File: config.mk
export PLATFORM = sky130hd
export DESIGN_NAME = bp_cache
export DESIGN_NICKNAME = d
export VERILOG_FILES = /design/src/rtl/bp_cache.sv
export SDC_FILE = /design/constraint.sdc
export NUM_CORES = 1
export LEC_CHECK = 0
export BUFFER_PORTS_ARGS = -buffer_cell sky130_fd_sc_hd__buf_2
export CORE_AREA = 2 2 210 212
export DETAILED_ROUTE_END_ITERATION = 10
export DIE_AREA = 0 0 212 214
export PLACE_DENSITY = 0.75
export SYNTH_ARGS = -nofsm -noshare
export SYNTH_HDL_FRONTEND = slang
export SYNTH_SLANG_ARGS = --single-unit
File: constraint.sdc
create_clock -name clk -period 6.05 [get_ports clk]
set_input_delay 1.21 -clock clk [delete_from_list [all_inputs] [get_ports clk]]
set_output_delay 1.21 -clock clk [all_outputs]
set_load 0.05 [all_outputs]
File: src/rtl/bp_cache.sv
// Branch history table of 2-bit saturating counters, indexed directly by a PC slice.
// Optional write-first forwarding on the read path: define BPCACHE_WR_BYPASS_EN.
module bp_cache #(
    parameter int unsigned ADDR_W    = 8,
    parameter logic [1:0]  RESET_CTR = 2'b01
) (
    input  logic              clk,
    input  logic              rst_n,
    input  logic [ADDR_W-1:0] addr,
    output logic              branch,
    input  logic [ADDR_W-1:0] w_addr,
    input  logic              did_branch,
    input  logic              we
);

    localparam int unsigned DEPTH = 1 << ADDR_W;

    logic [DEPTH-1:0][1:0] r_table;
    logic                  r_branch;

    logic [1:0] w_cur_ctr;
    logic [1:0] w_next_ctr;
    logic [1:0] w_rd_ctr;
    logic       w_rd_taken;

    function automatic logic [1:0] sat_next(input logic [1:0] ctr, input logic taken);
        logic [1:0] nxt;
        nxt = ctr;
        if (taken) begin
            if (ctr != 2'b11) nxt = ctr + 2'b01;
        end else begin
            if (ctr != 2'b00) nxt = ctr - 2'b01;
        end
        return nxt;
    endfunction

    always_comb begin
        w_cur_ctr  = r_table[w_addr];
        w_next_ctr = sat_next(w_cur_ctr, did_branch);
        w_rd_ctr   = r_table[addr];
    end

`ifdef BPCACHE_WR_BYPASS_EN
    // Same-index update in this edge: forward the post-update counter.
    logic w_bypass;
    always_comb begin
        w_bypass   = we && (w_addr == addr);
        w_rd_taken = w_bypass ? w_next_ctr[1] : w_rd_ctr[1];
    end
`else
    always_comb begin
        w_rd_taken = w_rd_ctr[1];
    end
`endif

    always_ff @(posedge clk or negedge rst_n) begin
        if (!rst_n) begin
            for (int i = 0; i < DEPTH; i++) begin
                r_table[i] <= RESET_CTR;
            end
        end else if (we) begin
            r_table[w_addr] <= w_next_ctr;
        end
    end

    always_ff @(posedge clk or negedge rst_n) begin
        if (!rst_n) begin
            r_branch <= 1'b0;
        end else begin
            r_branch <= w_rd_taken;
        end
    end

    assign branch = r_branch;

endmodule

==> Yosys cells after proc, flatten, opt, wreduce, memory -nomap -nowiden <==
Cells that the tools add are included.
{ "word_totals": {"register_bits": 513, "inputBits": 20, "output_inout_bits": 1, "wordCells": 275} }
{ "classes": {"n_addsub": 2, "n_lt_le_gt_ge": 3, "n_eq_ne": 1, "muxes": 10, "n_reduce_logical": 2} }
{ "op_table": {"columns": ["cell", "count"], "rows": [
  ["$bwmux W512", 1],
  ["$bmux W2 S8", 2],
  ["$lt A8 B9 Y1 const B", 2],
  ["$demux W2 S8", 1],
  ["$mux W2", 6],
  ["$ge A8 B1 Y1 const B", 1],
  ["$add A2 B1 Y2 const B", 1],
  ["$ne A2 B2 Y1 const B", 1],
  ["$reduce_bool A2 Y1", 1],
  ["$sub A2 B1 Y2 const B", 1],
  ["$logic_and A1 B1 Y1", 1]
]} }

==> Depth between registers and ports, before layout <==
Gate-level depths: netlist of run 1.
{ "depth": {"depth_word": 6, "depth_mapped": 14, "ltp_nobuf": 8} }

==> Worst setup path before layout of run 1 <==
OpenSTA, ideal clock, no wires.
{ "synth_timing": {"path_kind": "input to register", "startpoint": "input port addr[0]", "endpoint": "register r_branch (netlist: branch)", "setup_time_ns": 0.138, "arrival_ns": 3.887, "required_ns": 5.912, "path_slack_ns": 2.025, "cell_stages": 6, "n_path_buf": 2, "path_cell_list": "buf_2 buf_1 mux4_2 mux4_2 mux4_2 mux4_2"} }
{ "synth_via": {"elab_chain_cells": 2} }
{ "synth_lines": {"columns": ["item", "line_no", "source"], "rows": [
  ["from (decl)", "9", "input logic [ADDR_W-1:0] addr,"],
  ["$bmux W2 S8", "40", "w_rd_ctr = r_table[addr];"],
  ["$mux W2 (implied by the code)", "40", null],
  ["net w_rd_ctr[1]", "23", "logic [1:0] w_rd_ctr;"],
  ["to (signal assigned)", "70", "r_branch <= w_rd_taken;"],
  ["to (decl)", "19", "logic r_branch;"]
]} }
The timed path passes the listed nets, and every way through them passes these cells. The select of a mux whose other input is x is not followed.
A chain may end at the register's enable or synchronous reset.

==> Worst setup path in the final report of run 1 <==
{ "layout_timing": {"startpoint": "input port w_addr[3]", "endpoint": "register r_table[405] (netlist bit)"} }
{ "layout_via": {"elab_chain_cells": 6, "word_cells_on_any_way": 15, "cone_classes": "2 x add/sub; 2 x order compare; 1 x eq/ne; 8 x mux; 2 x reduce/logical"} }
{ "layout_lines": {"columns": ["item", "line_no", "source"], "rows": [
  ["from (decl)", "11", "input logic [ADDR_W-1:0] w_addr,"],
  ["$bmux W2 S8", "38", "w_cur_ctr = r_table[w_addr];"],
  ["$mux W2 (implied by the code)", "38", null],
  ["$sub A2 B1 Y2, or another cell as far along", "32", "if (ctr != 2'b00) nxt = ctr - 2'b01;"],
  ["$mux W2, on equally long branches", "32, 30", null],
  ["$mux W2", "29", "if (taken) begin"],
  ["$bwmux W512 *", "62", "r_table[w_addr] <= w_next_ctr;"],
  ["to (signal, indexed assignment)", "62", null],
  ["to (decl)", "18", "logic [DEPTH-1:0][1:0] r_table;"]
]} }
Mark *: on every way between the ends. The rest lies on a longest branch, timed or not. The select of a mux whose other input is x is not followed.

==> impl_metrics.tcl, run 1 <==
set metrics [dict create \
    run_status "finished clean" \
    final.min_clock_period_ns 4.681 \
    hp-class "reg -> reg" \
    root_buf_cell "sky130_fd_sc_hd__clkbuf_16" \
    postCtsSetupRepairBufs 0 \
    dr_total_vias 19896 \
    worst-endpoint-required_ns 6.54 \
    finalHoldViolCount 0 \
    power.switching_uw 1912 \
    numCtsBuffers 54 \
    via_count_of_the_first_global_routing_pass 19743 \
    detailedPlacementHpwl_um 46920 \
    synthesis.yosys.warnings 0 \
    cts-resized-gates 0 \
    gr_util_all_layers 0.3337 \
    portBuffers 20 \
    r2r_setup_slack_ns 2.48 \
    final_min_period_over_clock_period 0.7737 \
    drtAntennaViolNets 0 \
    globalplace.congestion 0.9053 \
    clk_transition_reported_paths_ns 0.06 \
    timing.critical_path.cells "buf_2 -> inv_1 -> buf_4 -> mux2i_1 -> mux2i_1 -> a2111oi_0 -> a21oi_1 -> a211o_1 -> o21ai_4 -> buf_4 -> o21ai_0" \
    fmaxAchievable_ghz 0.2136 \
    p_per_area_nw_per_um2 275.8 \
    cts_hold_buf 0 \
    critical-path-max-stage-delay_ns 0.73 \
    floorplan.initialDensity 0.5958 \
    slew_viol_final 0 \
    drc 0 \
    io_pins 21 \
    synth_nets 2448 \
    cts_tree "built" \
    synth_edf_count 0 \
    num-nets-final 2419 \
    worstMarginPinSlew_ns 1.267 \
    combPwrFrac 0.083 \
    die_area_um2 45370 \
    synthCells 2428 \
    crit_fanout 25 \
    finalHoldWorstSlack_ns 0.4661 \
    standby_leakage_power_uw 0.01065 \
    ys_dominant_reg_cell "sky130_fd_sc_hd__dfrtp_1" \
    synth_sequential_area_ratio 0.5150 \
    maximum_clock_insertion_buffer_count 3 \
    critical_path_arrival_ns 5.17 \
    globalRouteOverflowTotal 0 \
    drt_iter0_markers 2499 \
    chipHeight_um 214 \
    htree_num_levels 2 \
    power.switching_fraction 0.2457 \
    max-cap-violations 0 \
    grt_start_max_net_pins 180 \
    setup_tns_after_final_layout_ns 0 \
    crit_slowest_cell "sky130_fd_sc_hd__a2111oi_0" \
    critPathCaptureType "flip-flop" \
    fin_worst_skew_ns 0.01329 \
    drive_gt1_frac 0.2577 \
    grt_setup_unrepaired "no" \
    ys_seq_elements 513 \
    avgViaCountPerCell 6.564 \
    worst_ir_drop_on_vdd_uv 220.1 \
    dr.pass1.iters 7 \
    finalWirelength_um 73300 \
    synth_cell_types 49 \
    timing.slew.headroom 0.1522 \
    start_kind "input pin" \
    grt_pass1_wl_um 114800 \
    criticalPathCategory "in -> reg" \
    fp.coreArea_um2 42890 \
    die_x_um 212 \
    syn_to_final_growth_pct 10.45 \
    synth_area_per_cell_um2 10.52 \
    worstSkewPairLatency_ns 0.62 \
    share_clk_of_total_power 0.447 \
    grt_antenna_before_repair 2 \
    p_seq_frac 0.470 \
    setup_violations 0 \
    netlist_area_um2 25550 \
    wl_per_cell_um 24.18 \
    cellInternalPower_uw 5871 \
    synth-async-reset-ratio 1.000 \
    placement_rows 76 \
    clock_sinks 513 \
]
-- cell type report --
cell class	count	area, µm²
fill	3258	14670
sequential	513	13160
multi-input combinational	1747	11670
clock buffer	84	1638
timing repair buffer	80	788.3
tap	585	732.0
clock inverter	18	221.5
inverter	3	11.26
antenna	1	2.502
-- state kept, by name, indices dropped and copies added (netlist names) --
signal   flops
r_table    512
branch       1
-- cells by family (layout without fill, tap and decap cells) --
| group | count (synthesis) | count (layout) | synth area share |
|---|---|---|---|
| other | 0 | 1 | 0 |
| buffers and inverters | 168 | 185 | 0.03051 |
| multiplexers | 244 | 244 | 0.1889 |
| AO/OA/AOI/OAI | 613 | 613 | 0.1286 |
| AND/OR/NAND/NOR | 890 | 890 | 0.1371 |
| flip-flops | 513 | 513 | 0.5150 |
-- cell usage in the layout, fill, tap and decap left out, types with 5 or more instances in the layout --
cell type and instances:
sky130_fd_sc_hd__nand2b_1 8, sky130_fd_sc_hd__mux2_2 5, sky130_fd_sc_hd__clkbuf_16 57, sky130_fd_sc_hd__clkbuf_1 16, sky130_fd_sc_hd__a22oi_1 47, sky130_fd_sc_hd__buf_4 44
sky130_fd_sc_hd__bufinv_16 5, sky130_fd_sc_hd__nand2_1 791, sky130_fd_sc_hd__a211oi_1 9, sky130_fd_sc_hd__mux2i_1 49, sky130_fd_sc_hd__dfstp_2 256, sky130_fd_sc_hd__clkbuf_8 11
sky130_fd_sc_hd__a2111oi_0 5, sky130_fd_sc_hd__a21oi_1 23, sky130_fd_sc_hd__o21ai_0 503, sky130_fd_sc_hd__o21ai_1 9, sky130_fd_sc_hd__nor2_1 35, sky130_fd_sc_hd__clkinv_2 11
sky130_fd_sc_hd__mux4_2 190, sky130_fd_sc_hd__nand3_1 11, sky130_fd_sc_hd__nor2b_1 7, sky130_fd_sc_hd__buf_12 17, sky130_fd_sc_hd__dfrtp_1 257, sky130_fd_sc_hd__buf_2 16
-- path summary, 6_finish.rpt --
check                                   from            to  cells after the start
min in group asynchronous              rst_n  r_table[511]                      1
worst max register to register  r_table[175]  r_table[250]                      9
max in group asynchronous              rst_n   r_table[91]                      2
worst min register to register   r_table[80]   r_table[80]                      2
worst min-delay path             r_table[80]   r_table[80]                      2
worst max-delay path               w_addr[3]  r_table[405]                     11
-- synthesized netlist by cell type (all sizes together) (3+ instances only) --
| library cell | instances | area (µm²) |
|---|---|---|
| a2111oi | 5 | 43.79 |
| a211oi | 9 | 67.56 |
| a21oi | 23 | 115.1 |
| a22oi | 47 | 352.8 |
| and3 | 4 | 25.02 |
| buf | 79 | 415.4 |
| clkbuf | 86 | 352.8 |
| dfrtp | 257 | 6431 |
| dfstp | 256 | 6726 |
| inv | 3 | 11.26 |
| mux2 | 5 | 56.30 |
| mux2i | 49 | 490.5 |
| mux4 | 190 | 4279 |
| nand2 | 791 | 2969 |
| nand2b | 8 | 50.05 |
| nand3 | 11 | 55.05 |
| nand4 | 3 | 18.77 |
| nand4b | 4 | 35.03 |
| nor2 | 37 | 141.4 |
| nor2b | 9 | 56.30 |
| nor3 | 8 | 40.04 |
| nor4 | 4 | 25.02 |
| o21ai | 514 | 2580 |
-- worst max-delay path: cells and delay by family --
family / cells / cell delay, ns
buffers and inverters: 4 / 1.73
AO/OA/AOI/OAI: 5 / 1.89
multiplexers: 2 / 0.31
-- power by group through the flow --
stage	logic, µW	registers, µW	clock network, µW
2_1_floorplan	389	3680	0
3_5_place_dp	639	3710	0
3_3_place_gp	624	3700	0
4_1_cts	641	3650	3500
6_report	645	3660	3480
5_1_grt	694	3670	3640
-- per-stage QoR --
| step | setup slack, ns | power [µW] | utilization | cell area [µm²] | instances |
|---|---|---|---|---|---|
| after global placement | 0.9613 | 4324 | 0.6146 | 26360 | 2928 |
| after floorplan | 2.025 | 4074 | - | 25550 | 2428 |
| after detailed placement | 0.8967 | 4347 | 0.6146 | 26360 | 2928 |
| after global routing | 1.314 | 8004 | 0.6580 | 28220 | 3031 |
| after CTS | 1.540 | 7795 | 0.6579 | 28220 | 3030 |
| final | 1.369 | 7784 | 0.6580 | 28220 | 3031 |
-- per-layer routing --
metal,global-route usage,wire length (µm),part of all wire,up-vias
li1,-,-,-,8603
met1,0.4723,28640,0.39,9934
met2,0.4928,33230,0.45,1111
met3,0.08019,7747,0.11,248
met4,0.1549,3685,0.050,0
met5,0,0,0,-
No activity file was read; power rests on OpenSTA's default activity.
==> inputs of run 2 (changes only) <==
--- a/config.mk
+++ b/config.mk
@@ -6,10 +6,10 @@
 export NUM_CORES = 1
 export LEC_CHECK = 0
 export BUFFER_PORTS_ARGS = -buffer_cell sky130_fd_sc_hd__buf_2
-export CORE_AREA = 2 2 210 212
+export CORE_AREA = 2 2 213 215
 export DETAILED_ROUTE_END_ITERATION = 10
-export DIE_AREA = 0 0 212 214
-export PLACE_DENSITY = 0.75
+export DIE_AREA = 0 0 215 217
+export PLACE_DENSITY = 0.77
 export SYNTH_ARGS = -nofsm -noshare
 export SYNTH_HDL_FRONTEND = slang
 export SYNTH_SLANG_ARGS = --single-unit
==> constraint.sdc (replaced) <==
create_clock -name clk -period 4.1 [get_ports clk]
set_input_delay 0.82 -clock clk [delete_from_list [all_inputs] [get_ports clk]]
set_output_delay 0.82 -clock clk [all_outputs]
set_load 0.05 [all_outputs]
==> run 2 against run 1 <==
  * Flip-flop and latch count unchanged
  * Highest routed layer unchanged
  * Sequential power up 48%
  * Cell count up 3.5%
  * Combinational power up 61%
==> impl_metrics.tcl, run 2 (same netlist as run 1, synthesis figures left out) <==
set metrics [dict create \
    run_status "finished clean" \
    critPathCaptureType "flip-flop" \
    grt_setup_unrepaired "no" \
    hp-class "in -> async" \
    drc 0 \
    final.min_clock_period_ns 3.714 \
    critical-path-top-delay-family "compound AO/OA/AOI/OAI gates" \
    standby_leakage_power_uw 0.01111 \
    cp.buffers_inverters 4 \
    finalHoldWorstSlack_ns 0.2466 \
    detailedPlacementHpwl_um 50900 \
    wl_per_cell_um 24.22 \
    fin_worst_skew_ns 0.02013 \
    p_per_area_nw_per_um2 392.5 \
    layout_commonest_cell "sky130_fd_sc_hd__nand2_1" \
    io_pins 21 \
    worst_ir_drop_on_vdd_uv 308.0 \
    p_seq_frac 0.474 \
    cts_hold_buf 0 \
    dpl.cell_count 3033 \
    criticalPathCategory "in -> reg" \
    multiInputGateArea_um2 11670 \
    fp.coreArea_um2 44700 \
    grt_start_max_net_pins 106 \
    root_buf_cell "sky130_fd_sc_hd__clkbuf_16" \
    timing.slew.headroom 0.2810 \
    grt_pass1_wl_um 119400 \
    die_x_um 215 \
    total_power_uw 11380 \
    nFillCells 3394 \
    dr_total_vias 20444 \
    sequential_cell_area_um2 13160 \
    final_cell_area_um2 29000 \
    via_count_of_the_first_global_routing_pass 20776 \
    finalHoldViolCount 0 \
    postCtsSetupRepairBufs 0 \
    clk_transition_reported_paths_ns 0.06 \
    dp_worst_setup_slack_ns -0.1580 \
    gr_util_all_layers 0.3343 \
    start_kind "input pin" \
    finalWirelength_um 75970 \
    placement_rows 78 \
    placement.cell_area_um2 27220 \
    syn_to_final_growth_pct 13.50 \
    num-nets-final 2509 \
    numCtsBuffers 54 \
    setup_violations 0 \
    crit_slowest_cell "sky130_fd_sc_hd__mux4_2" \
    portBuffers 20 \
    slew_viol_final 0 \
    post-route-worst-setup-slack_ns 0.3858 \
    power.switching_uw 2822 \
    drive_gt1_frac 0.2827 \
    avgViaCountPerCell 6.519 \
    combPwrFrac 0.092 \
    floorplan.initialDensity 0.5716 \
    drt_iter0_markers 2536 \
    grt_antenna_before_repair 1 \
    cts-resized-gates 0 \
    layout.cells.most_common_list "sky130_fd_sc_hd__nand2_1, sky130_fd_sc_hd__o21ai_0, sky130_fd_sc_hd__dfrtp_1" \
    maximum_clock_insertion_buffer_count 3 \
    worstSkewPairLatency_ns 0.62 \
    crit_fanout 66 \
    worstMarginPinSlew_ns 1.074 \
    clock_sinks 513 \
    cts_tree "built" \
    worst-endpoint-required_ns 4.57 \
    final_min_period_over_clock_period 0.9059 \
    largest_register_ffs 512 \
    cellInternalPower_uw 8560 \
    max_flop_register "r_table" \
    critical-path-max-stage-delay_ns 0.51 \
    globalplace.congestion 0.9389 \
    drtAntennaViolNets 0 \
    globalRouteOverflowTotal 0 \
    fmaxAchievable_ghz 0.2692 \
    layout.cells.non_filler 3136 \
    chipHeight_um 217 \
    dr.pass1.iters 6 \
    max-cap-violations 0 \
    die_area_um2 46660 \
    htree_num_levels 2 \
    share_clk_of_total_power 0.434 \
    timing.critical_path.cells "buf_6 -> buf_4 -> mux4_2 -> a22oi_1 -> a21oi_1 -> or4_1 -> a2bb2oi_1 -> a21oi_1 -> buf_4 -> o21ai_4 -> buf_12 -> o21ai_0" \
    power.switching_fraction 0.2479 \
    critical_path_arrival_ns 4.18 \
]
[run 2: power groups by stage]
stage / Sequential [µW] / Combinational (µW) / Clock (µW)
2_1_floorplan: 5440 / 574 / 0
3_3_place_gp: 5460 / 997 / 0
3_5_place_dp: 5470 / 1020 / 0
4_1_cts: 5390 / 1030 / 4970
5_1_grt: 5410 / 1120 / 5190
6_report: 5400 / 1040 / 4940
[run 2: final cells by class]
| class | count | area share |
|---|---|---|
| sequential | 513 | 0.4537 |
| multi-input combinational | 1747 | 0.4024 |
| timing repair buffer | 170 | 0.05618 |
| clock buffer | 82 | 0.05406 |
| tap | 600 | 0.02589 |
| clock inverter | 18 | 0.007119 |
| inverter | 3 | 0.0003883 |
| antenna | 3 | 0.0002589 |
[run 2: final timing paths]
path	startpoint	to	slack [ns]	cells after the start
worst max register to register	r_table[63]	r_table[199]	0.71	10
max in group asynchronous	rst_n	r_table[261]	2.72	2
worst max-delay path	w_addr[0]	r_table[199]	0.39	12
worst min register to register	r_table[78]	r_table[78]	0.47	2
min in group clk	r_table[78]	r_table[78]	0.47	2
worst min-delay path	rst_n	r_table[455]	0.25	1
[run 2: stage by stage]
step	setup TNS, ns	util
global route	0	0.6486
global placement	-39.96	0.6089
CTS	0	0.6486
floorplan	0	-
detailed placement	-27.05	0.6089
finish	0	0.6488
[run 2: layer usage]
layer,routed length [µm],vias to the layer above,track usage
li1,-,8773,-
met1,28180,10143,0.4357
met2,34670,1233,0.5080
met3,8549,295,0.09769
met4,4563,0,0.1880
met5,0,-,0
